## config.mk

```make
export PLATFORM = sky130hd
export DESIGN_NAME = irq_dispatch
export DESIGN_NICKNAME = d
export VERILOG_FILES = /design/src/rtl/irq_pkg.sv /design/src/rtl/irq_prio_enc.sv /design/src/rtl/irq_dispatch.sv
export SDC_FILE = /design/constraint.sdc
export NUM_CORES = 1
export LEC_CHECK = 0
export ABC_AREA = 1
export CAP_MARGIN = 10
export CORE_MARGIN = 3
export CORE_UTILIZATION = 42
export DETAILED_ROUTE_END_ITERATION = 7
export GPL_ROUTABILITY_DRIVEN = 0
export PLACE_DENSITY = 0.73
export SLEW_MARGIN = 20
export SYNTH_ARGS = -nofsm -noshare
export SYNTH_HDL_FRONTEND = slang
export SYNTH_SLANG_ARGS = --single-unit
```

## constraint.sdc

```tcl
create_clock -name clk -period 1.7 [get_ports clk]
set_input_delay 0.34 -clock clk [delete_from_list [all_inputs] [get_ports clk]]
set_output_delay 0.34 -clock clk [all_outputs]
set_load 0.02 [all_outputs]
```

## src/rtl/irq_pkg.sv

```systemverilog
// Shared types and constants for the interrupt dispatcher.
package irq_pkg;

  localparam int unsigned NIRQ = 16;
  localparam int unsigned IW   = 4;

  localparam logic [1:0] CFG_MASK = 2'd0;
  localparam logic [1:0] CFG_EDGE = 2'd1;
  localparam logic [1:0] CFG_CLR  = 2'd2;

  typedef enum logic [1:0] {
    IDLE     = 2'd0,
    DELIVER  = 2'd1,
    WAIT_ACK = 2'd2,
    SERVICE  = 2'd3
  } state_e;

  function automatic logic [NIRQ-1:0] bit_of(input logic [IW-1:0] idx);
    return NIRQ'(1) << idx;
  endfunction

endpackage

```

## src/rtl/irq_prio_enc.sv

```systemverilog
// Fixed-priority encoder: index of the lowest set bit, bit 0 wins.
module irq_prio_enc
  import irq_pkg::*;
(
  input  logic [NIRQ-1:0] vec,
  output logic [IW-1:0]   idx_c,
  output logic            valid_c
);

  always_comb begin
    idx_c   = '0;
    valid_c = 1'b0;
    for (int i = NIRQ - 1; i >= 0; i--) begin
      if (vec[i]) begin
        idx_c   = IW'(i);
        valid_c = 1'b1;
      end
    end
  end

endmodule

```

## src/rtl/irq_dispatch.sv

```systemverilog
// Interrupt dispatcher: synchronizes 16 lines, tracks level/edge pending state and delivers the
// lowest-index eligible line to the frontend. Define IRQ_NESTING_EN to allow preemption in SERVICE.
module irq_dispatch
  import irq_pkg::*;
#(
  parameter int unsigned RETRY_CYC = 32
) (
  input  logic            clk,
  input  logic            rst,
  input  logic [NIRQ-1:0] irq_line,
  input  logic            cfg_we,
  input  logic [1:0]      cfg_sel,
  input  logic [NIRQ-1:0] cfg_wdata,
  input  logic            irq_ack,
  input  logic            irq_eoi,
  output logic            irqload,
  output logic [IW-1:0]   irqnum,
  output logic [NIRQ-1:0] irq_pending,
  output logic [NIRQ-1:0] irq_in_service
);

  localparam int unsigned CW = 8;
  // DELIVER, the WAIT_ACK window and the IDLE re-arbitration together span RETRY_CYC+1 cycles.
  localparam logic [CW-1:0] TMO = CW'((RETRY_CYC > 1) ? RETRY_CYC - 2 : 0);

  logic [NIRQ-1:0] s1, s2, s3;
  logic [NIRQ-1:0] mask, edge_mode;
  state_e          state;
  logic [CW-1:0]   cnt;

  logic [NIRQ-1:0] clr_c, rise_c, pend_nxt_c, eligible_c, eoi_bit_c;
  logic [IW-1:0]   sel_idx_c;
  logic            sel_vld_c, preempt_c;

  // Edge pending bits: a fresh rise beats a same-cycle clear from cfg or ack.
  always_comb begin
    clr_c = '0;
    if (cfg_we && cfg_sel == CFG_CLR) clr_c = cfg_wdata;
    if (state == WAIT_ACK && irq_ack) clr_c = clr_c | bit_of(irqnum);
    rise_c     = s2 & ~s3;
    pend_nxt_c = (s2 & ~edge_mode) | (((irq_pending & ~clr_c) | rise_c) & edge_mode);
    eligible_c = irq_pending & ~mask & ~irq_in_service;
  end

  irq_prio_enc u_sel_enc (
    .vec     (eligible_c),
    .idx_c   (sel_idx_c),
    .valid_c (sel_vld_c)
  );

`ifdef IRQ_NESTING_EN
  logic [IW-1:0] isr_idx_c;
  logic          isr_vld_c;

  irq_prio_enc u_isr_enc (
    .vec     (irq_in_service),
    .idx_c   (isr_idx_c),
    .valid_c (isr_vld_c)
  );

  assign preempt_c = sel_vld_c && (!isr_vld_c || (sel_idx_c < isr_idx_c));
  assign eoi_bit_c = bit_of(isr_idx_c);
`else
  assign preempt_c = 1'b0;
  assign eoi_bit_c = bit_of(irqnum);
`endif

  always_ff @(posedge clk) begin
    if (rst) begin
      s1             <= '0;
      s2             <= '0;
      s3             <= '0;
      mask           <= '1;
      edge_mode      <= '0;
      irq_pending    <= '0;
      irq_in_service <= '0;
      state          <= IDLE;
      cnt            <= '0;
      irqload        <= 1'b0;
      irqnum         <= '0;
    end else begin
      s1          <= irq_line;
      s2          <= s1;
      s3          <= s2;
      irq_pending <= pend_nxt_c;
      irqload     <= 1'b0;

      if (cfg_we) begin
        case (cfg_sel)
          CFG_MASK: mask      <= cfg_wdata;
          CFG_EDGE: edge_mode <= cfg_wdata;
          default:  ;
        endcase
      end

      case (state)
        IDLE: begin
          if (sel_vld_c) begin
            irqnum  <= sel_idx_c;
            irqload <= 1'b1;
            state   <= DELIVER;
          end
        end
        DELIVER: begin
          cnt   <= '0;
          state <= WAIT_ACK;
        end
        WAIT_ACK: begin
          if (irq_ack) begin
            irq_in_service <= irq_in_service | bit_of(irqnum);
            state          <= SERVICE;
          end else if (cnt == TMO) begin
            // A timed-out preemption falls back to the interrupted handler.
            state <= (|irq_in_service) ? SERVICE : IDLE;
          end else begin
            cnt <= cnt + CW'(1);
          end
        end
        SERVICE: begin
          if (irq_eoi && (|irq_in_service)) begin
            irq_in_service <= irq_in_service & ~eoi_bit_c;
            state          <= (|(irq_in_service & ~eoi_bit_c)) ? SERVICE : IDLE;
          end else if (preempt_c) begin
            irqnum  <= sel_idx_c;
            irqload <= 1'b1;
            state   <= DELIVER;
          end
        end
        default: state <= IDLE;
      endcase
    end
  end

endmodule
```

# ---- Word-level counts from Yosys, hierarchy flattened
# Index checks and enable logic that the tools add are counted.
dict set report op_classes {
  add_sub_neg 1
  eq_ne 12
  shift 1
  muxes 48
  bitwise 18
  reduce_logical 16
}
# op count
set op_table {}
lappend op_table {{16-bit AND} 7}
lappend op_table {{16-bit inverter} 6}
lappend op_table {{16-bit two-way mux} 4}
lappend op_table {{4-bit two-way mux} 16}
lappend op_table {{16-bit OR} 4}
lappend op_table {{16-bit case mux with 2 select lines} 1}
lappend op_table {{16-bit OR reduction} 2}
lappend op_table {{1-bit two-way mux} 17}
lappend op_table {{8-bit two-way mux} 2}
lappend op_table {{8-bit case mux with 2 select lines} 1}
lappend op_table {{1-bit by 4-bit << shifter with 16-bit output, first input constant} 1}
lappend op_table {{2-bit two-way mux} 6}
lappend op_table {{2-bit inequality test, second input constant} 5}
lappend op_table {{3-bit AND reduction} 3}
lappend op_table {{8-bit by 1-bit adder with 8-bit output, second input constant} 1}
lappend op_table {{8-bit by 5-bit equality test with 1-bit output, second input constant} 1}
lappend op_table {{2-bit case mux with 4 select lines} 1}
lappend op_table {{2-bit equality test, second input constant} 3}
lappend op_table {{2-bit AND reduction} 3}
lappend op_table {{2-bit by 1-bit equality test with 1-bit output, second input constant} 2}
lappend op_table {{2-bit logical NOT} 2}
lappend op_table {{2-bit nonzero test} 2}
lappend op_table {{1-bit logical AND} 3}
lappend op_table {{3-bit by 2-bit inequality test with 1-bit output, second input constant} 1}
lappend op_table {{2 further kinds} 2}
dict set report word_totals {
  ff_bits 127
  inputBits 39
  out_inout_bits 37
  wordCells 107
}

# ---- Depth between registers and ports, before layout
# Gate-level depths: netlist of the first run.
dict set report depth {
  ltp_word 21
  depth_mapped 19
  ltp_nobuf 19
}

# ---- Modules after synthesis
# A second synthesis of the first run with hierarchy kept.
dict set report hier_totals {
  hier_cells 710
  hier_area_um2 5247.5
}
# mod n_inst cells_each area_each_um2 seq_area_each_um2
set by_module_without_submodules {}
lappend by_module_without_submodules {irq_dispatch 1 661 5038.6 2542.4}
lappend by_module_without_submodules {irq_prio_enc 1 49 209.0 0.0}

# ---- Least setup slack after synthesis of the first run
# No wires, ideal clock.
dict set report synth_path {
  path_type {register to register}
  from {register irqnum[3]}
  to {register state[0]}
  setup_time_ps 109
  arrival_ps 1650
  required_time_ps 1591
  setup_slack_ps -59
  path_stages_with_launch 16
  path_buffers 2
  period_less_slack_ps 1759
  cell_sequence {dfxtp_1 buf_6 inv_4 buf_6 nor4_2 inv_1 nand2_2 nand2_2 clkinv_1 nand4_1 nor2_1 nor2_1 nor2_2 nand3b_1 nand2_1 inv_1}
}
dict set report synth_between {
  elab_chain_len 7
}
# item line_no
set synth_rtl {}
lappend synth_rtl {{from (decl)} irq_dispatch.sv:17} ;# output logic [IW-1:0] irqnum,
lappend synth_rtl {{from (signal assigned)} irq_dispatch.sv:99} ;# irqnum <= sel_idx_c;
lappend synth_rtl {{from (signal assigned)} irq_dispatch.sv:124} ;# irqnum <= sel_idx_c;
lappend synth_rtl {{1-bit by 4-bit << shifter with 16-bit output} irq_pkg.sv:19} ;# return NIRQ'(1) << idx;
lappend synth_rtl {{16-bit inverter} irq_dispatch.sv:122} ;# state <= (|(irq_in_service & ~eoi_bit_c)) ? SERVICE : IDLE;
lappend synth_rtl {{16-bit AND} irq_dispatch.sv:122}
lappend synth_rtl {{16-bit OR reduction} irq_dispatch.sv:122}
lappend synth_rtl {{2-bit two-way mux} irq_dispatch.sv:122}
lappend synth_rtl {{2-bit two-way mux} irq_dispatch.sv:120} ;# if (irq_eoi && (|irq_in_service)) begin
lappend synth_rtl {{2-bit case mux with 4 select lines} irq_dispatch.sv:96} ;# case (state)
lappend synth_rtl {{to (signal assigned)} irq_dispatch.sv:114} ;# state <= (|irq_in_service) ? SERVICE : IDLE;
lappend synth_rtl {{to (signal assigned)} irq_dispatch.sv:122}
lappend synth_rtl {{to (decl)} irq_dispatch.sv:28} ;# state_e state;
# Every way passes these cells. The select of a mux whose other input is x is not followed.
# A chain may end at the register's enable or synchronous reset.

# ---- Worst setup path after layout of the first run
dict set report layout_path {
  from {register irqnum[2]}
  to {register state[0]}
}
# The elaborated chain is that of the path after synthesis.

==> qor.txt, run 1 <==
Initial antenna violation count: 0
Post-synthesis sequential area ratio: 0.498
Cell-internal power: 5.97 mW
Clock buffer depth: 2
Synth Net Count: 736
Most frequent cells in the layout: 148 x nand2_1, 118 x nor2_1, 116 x dfxtp_1, 84 x inv_1, 63 x buf_4
Multi-input gate area: 2190 µm²
Pleak: 3.19 nW
Clock slew at reported path FFs: 60 ps
CP endpoint: state[0]
Die Height: 116 µm
Setup crit start kind: register
Root Driver: clkbuf_16
Sequential Power Share: 0.402
Post-Layout Cell Count: 983
Share of layout cells above drive strength 1: 0.174
Die W: 116 µm
Endpoints failing setup: 2
Post-route setup TNS: -230 ps
Placed cell count: 939
Maximum vdd drop: 0.661 mV
Sw frac: 0.284
PortBufs: 75
Skew final: 8.19 ps
Yosys warning count: 0
Period utilization: 1.09
Final hold violation count: 0
Max transition margin: 0.761
Critical Path Start: irqnum[2]
CP endpoint kind: register
Worst EP required: 2010 ps
Crit path buffers/inverters: 2
Top cells by area, synth: dfxtp_1 50%, nand2_1 11%, nor2_1 8.9%
Diode count: 0
Num ports: 76
Commonest non-fill, non-tap cell in the layout: nand2_1
Mapped Area: 5110 µm²
H-tree depth: 4
Combinational power share: 0.168
Area leader, netlist: dfxtp_1
Failing checks: negative setup slack
Total Nets Final: 868
Max-cap check violation count: 0
Crit path kind: reg2reg
Synth cell types: 34
DR WL/cell: 14.5 µm
Fin. max-slew vios: 0
Min-Delay Path Class: in2reg
Clock sinks: 127
Area Growth Syn to Fin: 39.3%
TritonCTS clock tree: built
CTS Buf Count: 17
Worst R2R Path Depth: 11
Total core area: 11,700 µm²
First-pass GRT wire length: 22,300 µm
Via density: 5.14
RSZ-0062 raised after global routing: true
Detail Placement HPWL: 9850 µm
R2r startpoint: irqnum[2]
Final worst setup slack: -161 ps
FF-to-FF End: state[0]
Max stage delay on crit path: 380 ps
Slew of the pin with the lowest slew margin: 358 ps
GRT Residual Overflow: 0
P_sw: 2.37 mW
Status: finished with violations
Vias: 5,057
Vias in the first global route: 4,785
Clk_lat worst skew: 410 ps
Levels on crit path: 11
Starting Density: 0.438
Routed Antenna Nets: 0
Critical Path Slowest Stage Cell: dfxtp_4
Fmax achieved: 0.537 GHz
Rows: 39
Worst path cell trace: buf_4 > nor4_4 > nor2_1 > nor3_2 > nand2_1 > nor2_2 > nor2_1 > nor2_2 > nand3b_1 > nand2_1 > inv_1
CTS Hold Bufs: 0
Die Area: 13,500 µm²
Top-area cell type share of the netlist area: 0.498
Largest net degree at the start of global routing: 85
Pwr per Cell Area: 1170 nW/µm²
Clock power share: 0.430
GRT Total Usage: 0.209
Crit Path Max Fanout: 5
Cell family with most CP delay: simple AND/OR/NAND/NOR gates
Avg Synthesized Cell Area: 7.35 µm²
Min cycle time layout: 1860 ps
First-iteration detailed-routing DRC count: 376
FILL cells: 992
Sequential cell area: 2560 µm²
WL final: 14,200 µm
Synth Register Bits: 127
Data arrival time of the critical path: 2170 ps
Synthesized instance count: 695
Residual DRC count: 0
Setup slack, reg-to-reg: -160 ps
Drt pass-1 iters: 5
==> cells in the mapped netlist <==
cell	n
nor4_2	1
nand3_2	1
clkbuf_1	18
nand2_2	2
dfxtp_1	127
a31oi_1	14
o21ai_0	36
o211ai_1	11
ha_1	2
nor2_4	1
buf_4	1
nor3b_1	1
o211a_1	1
buf_1	1
inv_1	88
a21oi_1	27
or2_2	1
nand3b_1	1
nand2_1	154
a211oi_1	1
nor4_4	1
nor4_1	7
clkinv_1	4
inv_2	2
nor2_2	2
o31ai_1	6
buf_6	5
inv_4	1
nor2_1	121
nand4_1	26
o21bai_1	1
nand3_1	24
nor3_1	4
buf_2	2
==> worst min-delay path, stage by stage <==
cell and delay, ps:
buf_2 120, inv_1 150, nand2_1 110, a21oi_1 30
==> metrics by stage <==
step                total power [mW]  instance area [µm²]   util  setup WS, ps  hold slack, ps
detailed placement              4.67                 6310  0.541          -163             396
finish                          8.34                 7120  0.610          -161             382
global placement                4.62                 6310  0.541         -86.6             390
floorplan                       4.07                 5110      -          22.0             388
CTS                             8.23                 6930  0.594         -41.1             360
global route                    8.65                 7120  0.610          -211             396
==> routing by layer <==
| metal | global-route usage | routed length [µm] |
|---|---|---|
| met2 | 0.352 | 7030 |
| met3 | 0.0518 | 955 |
| met1 | 0.257 | 5980 |
| met5 | 0 | 0 |
| met4 | 0.0804 | 275 |
==> power by group through the flow <==
stage	logic (mW)	clock network [mW]	registers, mW
floorplan	0.647	0	3.42
finish	1.40	3.58	3.35
detailed placement	1.29	0	3.38
CTS	1.27	3.63	3.32
global placement	1.25	0	3.37
global route	1.51	3.77	3.37
==> cell families (layout without fill, tap and decap cells) <==
group	after synthesis	count (layout)	share of synthesized area
AO/OA/AOI/OAI	97	97	0.109
flip-flops	127	127	0.498
AND/OR/NAND/NOR	347	347	0.290
buffers and inverters	122	267	0.0987
adder cells (fa/ha/maj)	2	2	0.00490
==> area by class of cell <==
cell class / instances / share of cell area
Tap cell: 143 / 0.0251
Sequential cell: 127 / 0.360
Timing Repair Buffer: 140 / 0.172
Multi-Input combinational cell: 446 / 0.308
Clock inverter: 13 / 0.0213
Inverter: 95 / 0.0529
Clock buffer: 19 / 0.0608
==> worst min-delay path by stage <==
stage,end,from,cells after the start,slack [ps]
2_1_floorplan,s2[0],s1[0],2,390
3_3_place_gp,s2[7],s1[7],2,390
3_5_place_dp,s2[15],s1[15],2,400
4_1_cts,irqnum[3],rst,4,360
5_1_grt,irqnum[3],rst,4,400
6_report,irqnum[3],rst,4,380
==> repair_timing <==
item | in CTS | in global routing
hold endpoints to repair | 0 | 0
pin swaps | 8 | 22
setup endpoints to repair | 49 | 20
gates resized for setup | 54 | 40
setup buffers | 2 | 10
No activity file was read; power rests on OpenSTA's default activity.
==> run 2: changes to the inputs <==
--- a/config.mk
+++ b/config.mk
@@ -7,11 +7,13 @@
 export LEC_CHECK = 0
 export ABC_AREA = 1
 export CAP_MARGIN = 10
+export CELL_PAD_IN_SITES_DETAIL_PLACEMENT = 0
+export CELL_PAD_IN_SITES_GLOBAL_PLACEMENT = 1
 export CORE_MARGIN = 3
-export CORE_UTILIZATION = 42
+export CORE_UTILIZATION = 39
 export DETAILED_ROUTE_END_ITERATION = 7
 export GPL_ROUTABILITY_DRIVEN = 0
-export PLACE_DENSITY = 0.73
+export PLACE_DENSITY = 0.88
 export SLEW_MARGIN = 20
 export SYNTH_ARGS = -nofsm -noshare
 export SYNTH_HDL_FRONTEND = slang
==> run 2 against run 1 <==
Against the previous run: the run still ends with negative setup slack left; highest routed layer unchanged; combinational power hardly changed; critical endpoint is now state[1]; power hardly changed; critical path type unchanged; sequential power barely moved; cell count grew 4.1%; die area up 7.3%; non-clock buffer count increased by 12; register-to-register slack improved by 160 ps.
==> qor.txt, run 2 (synthesis results as in run 1) <==
Placed cell count: 981 (+4.5%)
Sw frac: 0.281 (-0.00348)
Clock power share: 0.430 (about the same)
Clock sinks: 127 (unchanged)
Routed Antenna Nets: 0 (unchanged)
Total Nets Final: 880 (+1.4%)
CTS Hold Bufs: 0 (unchanged)
Cell family with most CP delay: simple AND/OR/NAND/NOR gates
H-tree depth: 4 (unchanged)
Total core area: 12,700 µm² (+9.1%)
Via density: 4.86 (-5.5%)
WL final: 13,700 µm (-3.8%)
Rows: 41 (+5.1%)
Final non-filler cell area: 7220 µm² (+1.4%)
Pwr per Cell Area: 1150 nW/µm² (-1.5%)
Largest net degree at the start of global routing: 44 (-48%)
Post-Layout Cell Count: 1,023 (+4.1%)
Combinational power share: 0.171 (+0.003)
Fin Hold WS: 380 ps (-1.79 ps)
Fmax achieved: 0.588 GHz (+9.4%)
Die Area: 14,500 µm² (+7.3%)
FF-to-FF End: state[1]
Setup crit start kind: register
Maximum vdd drop: 0.683 mV (+3.3%)
Num ports: 76 (unchanged)
FILL cells: 1,221 (+23%)
Crit path top cell by count: nor2_1
GRT Residual Overflow: 0 (unchanged)
PortBufs: 75 (unchanged)
Slew of the pin with the lowest slew margin: 373 ps (+14.9 ps)
Final worst setup slack: -1.43 ps (+160 ps)
Max transition margin: 0.749 (-0.0121)
GRT Total Usage: 0.195 (-0.0138)
Min-Delay Path Class: in2reg
Critical Path Start: irqnum[1]
Crit path kind: reg2reg
Drt pass-1 iters: 5 (unchanged)
Skew final: 10.3 ps (+2.11 ps)
Vias in the first global route: 4,880 (+2.0%)
Critical Path Slowest Stage Cell: dfxtp_4
Fin. max-slew vios: 0 (unchanged)
Max-cap check violation count: 0 (unchanged)
Endpoints failing setup: 2 (unchanged)
Share of layout cells above drive strength 1: 0.180 (+0.00598)
DR WL/cell: 13.4 µm (-7.6%)
Multi-input gate area: 2170 µm² (-1.1%)
Worst Hold Path EP: s1[10]
Clock slew at reported path FFs: 60 ps (about the same)
Sequential Power Share: 0.399 (-0.003)
P_sw: 2.34 mW (-1.3%)
Die Height: 120 µm (+3.6%)
Crit Path Max Fanout: 6 (+1)
Worst path cell trace: inv_4 > buf_4 > nand4_1 > nand2_1 > nand2_1 > nor2_1 > nand4_1 > nor2_1 > nor2_1 > nor2_2 > buf_4 > a31oi_1
Cell-internal power: 5.99 mW (+0.45%)
Initial antenna violation count: 1 (+1)
Period utilization: 1.00 (-0.0941)
CTS Buf Count: 17 (unchanged)
Root Driver: clkbuf_16
Worst EP required: 1990 ps (-20 ps)
Min cycle time layout: 1700 ps (-160 ps)
First-pass GRT wire length: 22,600 µm (+1.3%)
Max stage delay on crit path: 380 ps (about the same)
Worst R2R Path Depth: 12 (+1)
Data arrival time of the critical path: 1990 ps (-180 ps)
Clock buffer depth: 2 (unchanged)
Final hold violation count: 0 (unchanged)
Most frequent cells in the layout: 150 x nand2_1, 120 x dfxtp_1, 117 x nor2_1, 85 x inv_1, 74 x buf_4
Placed cell areas: 6460 µm² (+2.3%)
Setup slack, reg-to-reg: -1 ps (+160 ps)
HP Start: rst
Die W: 120 µm (+3.6%)
Vias: 4,972 (-1.7%)
Clk_lat worst skew: 410 ps (about the same)
First-iteration detailed-routing DRC count: 298 (-21%)
Sequential cell area: 2560 µm² (unchanged)
Commonest non-fill, non-tap cell in the layout: nand2_1
Crit path buffers/inverters: 3 (+1)
Area Growth Syn to Fin: 41.4%
Failing checks: negative setup slack
CP endpoint kind: register
Starting Density: 0.401 (-0.0365)
Diode count: 0 (unchanged)
Status: finished with violations
TritonCTS clock tree: built
Detail Placement HPWL: 10,000 µm (+2.0%)
R2r startpoint: irqnum[1]
Hold depth: 3 (-1)
Residual DRC count: 0 (unchanged)
Pleak: 3.25 nW (+1.9%)
RSZ-0062 raised after global routing: true
run 2: cell count changes in the layout (fill, tap and decap cells not counted), sizes merged:
cell / before / now
clkbuf: 19 / 17
dlygate4sd2: 33 / 36
clkdlybuf4s15: 1 / 0
inv: 97 / 96
clkinv: 6 / 8
buf: 68 / 78
run 2: worst max path at each step:
stage                to  cells past startpoint
3_5_place_dp   register                      7
2_1_floorplan  state[0]                     15
6_report       state[1]                     12
5_1_grt        state[0]                     13
3_3_place_gp   register                      7
4_1_cts          cnt[7]                     13
run 2: worst register-to-register path, stage by stage (launching register included):
cell and delay (ps):
dfxtp_4 380, inv_4 100, buf_4 140, nand4_1 120, nand2_1 120, nand2_1 60
nor2_1 80, nand4_1 130, nor2_1 120, nor2_1 50, nor2_2 120, buf_4 110
a31oi_1 60
run 2: power groups by stage:
stage,clock [mW],combinational (mW),sequential [mW]
finish,3.58,1.43,3.32
detailed placement,0,1.37,3.37
floorplan,0,0.647,3.42
CTS,3.63,1.34,3.31
global placement,0,1.33,3.36
global route,3.79,1.57,3.34
run 2: timing repair:
item,4_1_cts,5_1_grt
pin swaps,2,16
endpoints found under the setup margin,55,27
resized for setup,46,35
setup buffers,4,7
run 2: final cells by class:
class	count	area share
clock inverter	14	0.0220
multi-input combinational	446	0.300
inverter	95	0.0515
clock buffer	17	0.0589
tap	172	0.0298
sequential	127	0.355
timing repair buffer	152	0.183
run 2: metal layers:
| layer | share of wire | global-route usage | up-vias |
|---|---|---|---|
| met5 | 0 | 0 | - |
| met1 | 0.43 | 0.238 | 2269 |
| met3 | 0.061 | 0.0557 | 31 |
| met4 | 0.026 | 0.0772 | 0 |
| met2 | 0.48 | 0.325 | 149 |
| li1 | - | - | 2523 |
run 2: through the flow:
stage          setup WS, ps  total power [mW]  TNS, ps   util
3_5_place_dp           -164              4.74    -2730  0.508
6_report              -1.43              8.33    -1.62  0.567
5_1_grt                -134              8.71     -508  0.567
2_1_floorplan          22.0              4.07        0      -
3_3_place_gp          -88.2              4.69    -1110  0.508
4_1_cts                6.48              8.28        0  0.555
==> run 3: changes to the inputs <==
--- a/config.mk
+++ b/config.mk
@@ -9,7 +9,7 @@
 export CAP_MARGIN = 10
 export CELL_PAD_IN_SITES_DETAIL_PLACEMENT = 0
 export CELL_PAD_IN_SITES_GLOBAL_PLACEMENT = 1
-export CORE_MARGIN = 3
+export CORE_MARGIN = 2
 export CORE_UTILIZATION = 39
 export DETAILED_ROUTE_END_ITERATION = 7
 export GPL_ROUTABILITY_DRIVEN = 0
==> run 3 against run 2 <==
Against the previous run: the flow still finishes with violations (negative setup slack); power up 2.1%; cell count did not move; critical endpoint is now state[0]; combinational power rose by 3%; die area down 3.3%; clock power grew 3%; critical path type unchanged; sequential power is essentially flat; first-iteration DRC count fell by 11%; flip-flop and latch count is the same.
==> qor.txt, run 3 (synthesis results as in run 1) <==
Status: finished with violations
Failing checks: negative setup slack
GRT Residual Overflow: 0 (unchanged)
Crit path kind: reg2reg
CTS Buf Count: 17 (unchanged)
Clock sinks: 127 (unchanged)
Vias in the first global route: 4,895 (+0.31%)
Drt pass-1 iters: 7 (+2)
PortBufs: 75 (unchanged)
R2r startpoint: irqnum[2]
Die Area: 14,000 µm² (-3.3%)
Endpoints failing setup: 1 (-1)
Die W: 118 µm (-1.7%)
Total power: 8.50 mW (+2.1%)
Multi-input gate area: 2210 µm² (+2.0%)
TritonCTS clock tree: built
Min-Delay Path Class: in2reg
Fmax achieved: 0.573 GHz (-2.5%)
RSZ-0062 raised after global routing: true
Fin. max-slew vios: 0 (unchanged)
Detail Placement HPWL: 10000 µm (-0.47%)
Vias: 4,990 (+0.36%)
Min cycle time layout: 1750 ps (+43.7 ps)
Pwr per Cell Area: 1170 nW/µm² (+1.1%)
Largest net degree at the start of global routing: 66 (+50%)
Worst EP required: 2010 ps (+20 ps)
Final hold violation count: 0 (unchanged)
Max-cap check violation count: 0 (unchanged)
Worst R2R Path Depth: 12 (unchanged)
Utilization after layout: 0.573 (+0.00560)
CP endpoint kind: register
Final worst setup slack: -45.1 ps (-43.7 ps)
Crit Path Max Fanout: 7 (+1)
Data arrival time of the critical path: 2050 ps (+60 ps)
Post-route setup TNS: -45.1 ps (-43.5 ps)
Max stage delay on crit path: 410 ps (+30 ps)
Worst slack, placed: -150 ps (+13.6 ps)
Worst Hold Path EP: edge_mode[10]
Clock slew at reported path FFs: 60 ps (about the same)
GRT Total Usage: 0.205 (+0.00982)
Commonest non-fill, non-tap cell in the layout: nand2_1
Starting Density: 0.401 (unchanged)
DR WL/cell: 13.8 µm (+2.7%)
Critical Path Slowest Stage Cell: dfxtp_4
Setup slack, reg-to-reg: -50 ps (-40 ps)
Crit path top cell by count: nor2_2
Routed Antenna Nets: 0 (unchanged)
Root Driver: clkbuf_16
Max transition margin: 0.799 (+0.0501)
CTS Hold Bufs: 0 (unchanged)
Num ports: 76 (unchanged)
WL final: 14,100 µm (+2.7%)
Total core area: 12,700 µm² (unchanged)
Sequential cell area: 2560 µm² (+0.15%)
HP Start: rst
FF-to-FF End: state[0]
Worst path cell trace: inv_8 > buf_4 > nor4_1 > inv_1 > nand2_1 > nand4_1 > nor2_2 > nor2_2 > nor2_2 > nand3b_1 > nand2_1 > inv_1
Clock buffer depth: 2 (unchanged)
Initial antenna violation count: 0 (-1)
Area Growth Syn to Fin: 42.7%
Setup crit start kind: register
First-iteration detailed-routing DRC count: 266 (-11%)
Maximum vdd drop: 0.737 mV (+7.9%)
Total Nets Final: 880 (unchanged)
FILL cells: 1,224 (+0.25%)
Clk_lat worst skew: 420 ps (about the same)
Slew of the pin with the lowest slew margin: 299 ps (-74.5 ps)
Rows: 41 (unchanged)
Most frequent cells in the layout: 147 x nand2_1, 115 x nor2_1, 115 x dfxtp_1, 84 x inv_1, 71 x buf_4
Via density: 4.88 (+0.36%)
Pleak: 3.26 nW (+0.17%)
Residual DRC count: 0 (unchanged)
Hold depth: 4 (+1)
H-tree depth: 4 (unchanged)
Diode count: 0 (unchanged)
Share of layout cells above drive strength 1: 0.193 (+0.0129)
Die Height: 118 µm (-1.7%)
Skew final: 7.33 ps (-2.97 ps)
Period utilization: 1.03 (+0.0257)
First-pass GRT wire length: 23,000 µm (+1.6%)
run 3: per-layer routing:
metal	global-route usage	wire (µm)	vias to the layer above
met3	0.0608	862	34
met4	0.0885	358	0
li1	-	-	2519
met5	0	0	-
met2	0.342	6840	162
met1	0.243	6010	2275
run 3: final cells by class:
class / count / share of cell area
clock buffers: 18 / 0.0602
clock inverters: 13 / 0.0220
inverters: 95 / 0.0520
multi-input cells: 446 / 0.303
flip-flops and latches: 127 / 0.352
well taps: 172 / 0.0295
repair buffers: 152 / 0.181
run 3: worst max-delay path, delay by kind of cell, from the launching register on:
family	cells	cell delay (ps)
flops	1	410
buf+inv	4	350
simple gates	8	880
run 3: what timing repair did:
item,4_1_cts,5_1_grt
pin swaps,7,18
endpoints found under the setup margin,54,32
resized for setup,56,48
buffers inserted,5,7
run 3: how the worst max path moves through the flow:
stage | depth (start not counted) | to | from | slack (ps)
finish | 12 | state[0] | irqnum[2] | -50
global route | 12 | state[0] | irqnum[2] | -180
CTS | 13 | state[0] | irqnum[1] | -40
detailed placement | 12 | cnt[7] | irq_ack | -150
global placement | 12 | state[0] | irqnum[1] | -70
floorplan | 15 | state[0] | irqnum[3] | 20
run 3: power by group:
group          switching [mW]  internal, mW
logic                   0.808         0.674
registers               0.175          3.17
clock network            1.34          2.34
run 3: per-stage QoR:
| stage | cell area [µm²] | cells | hold WS [ps] |
|---|---|---|---|
| floorplan | 5110 | 695 | 388 |
| global placement | 6450 | 981 | 389 |
| detailed placement | 6450 | 981 | 395 |
| CTS | 7110 | 1017 | 372 |
| global route | 7290 | 1023 | 405 |
| finish | 7290 | 1023 | 391 |
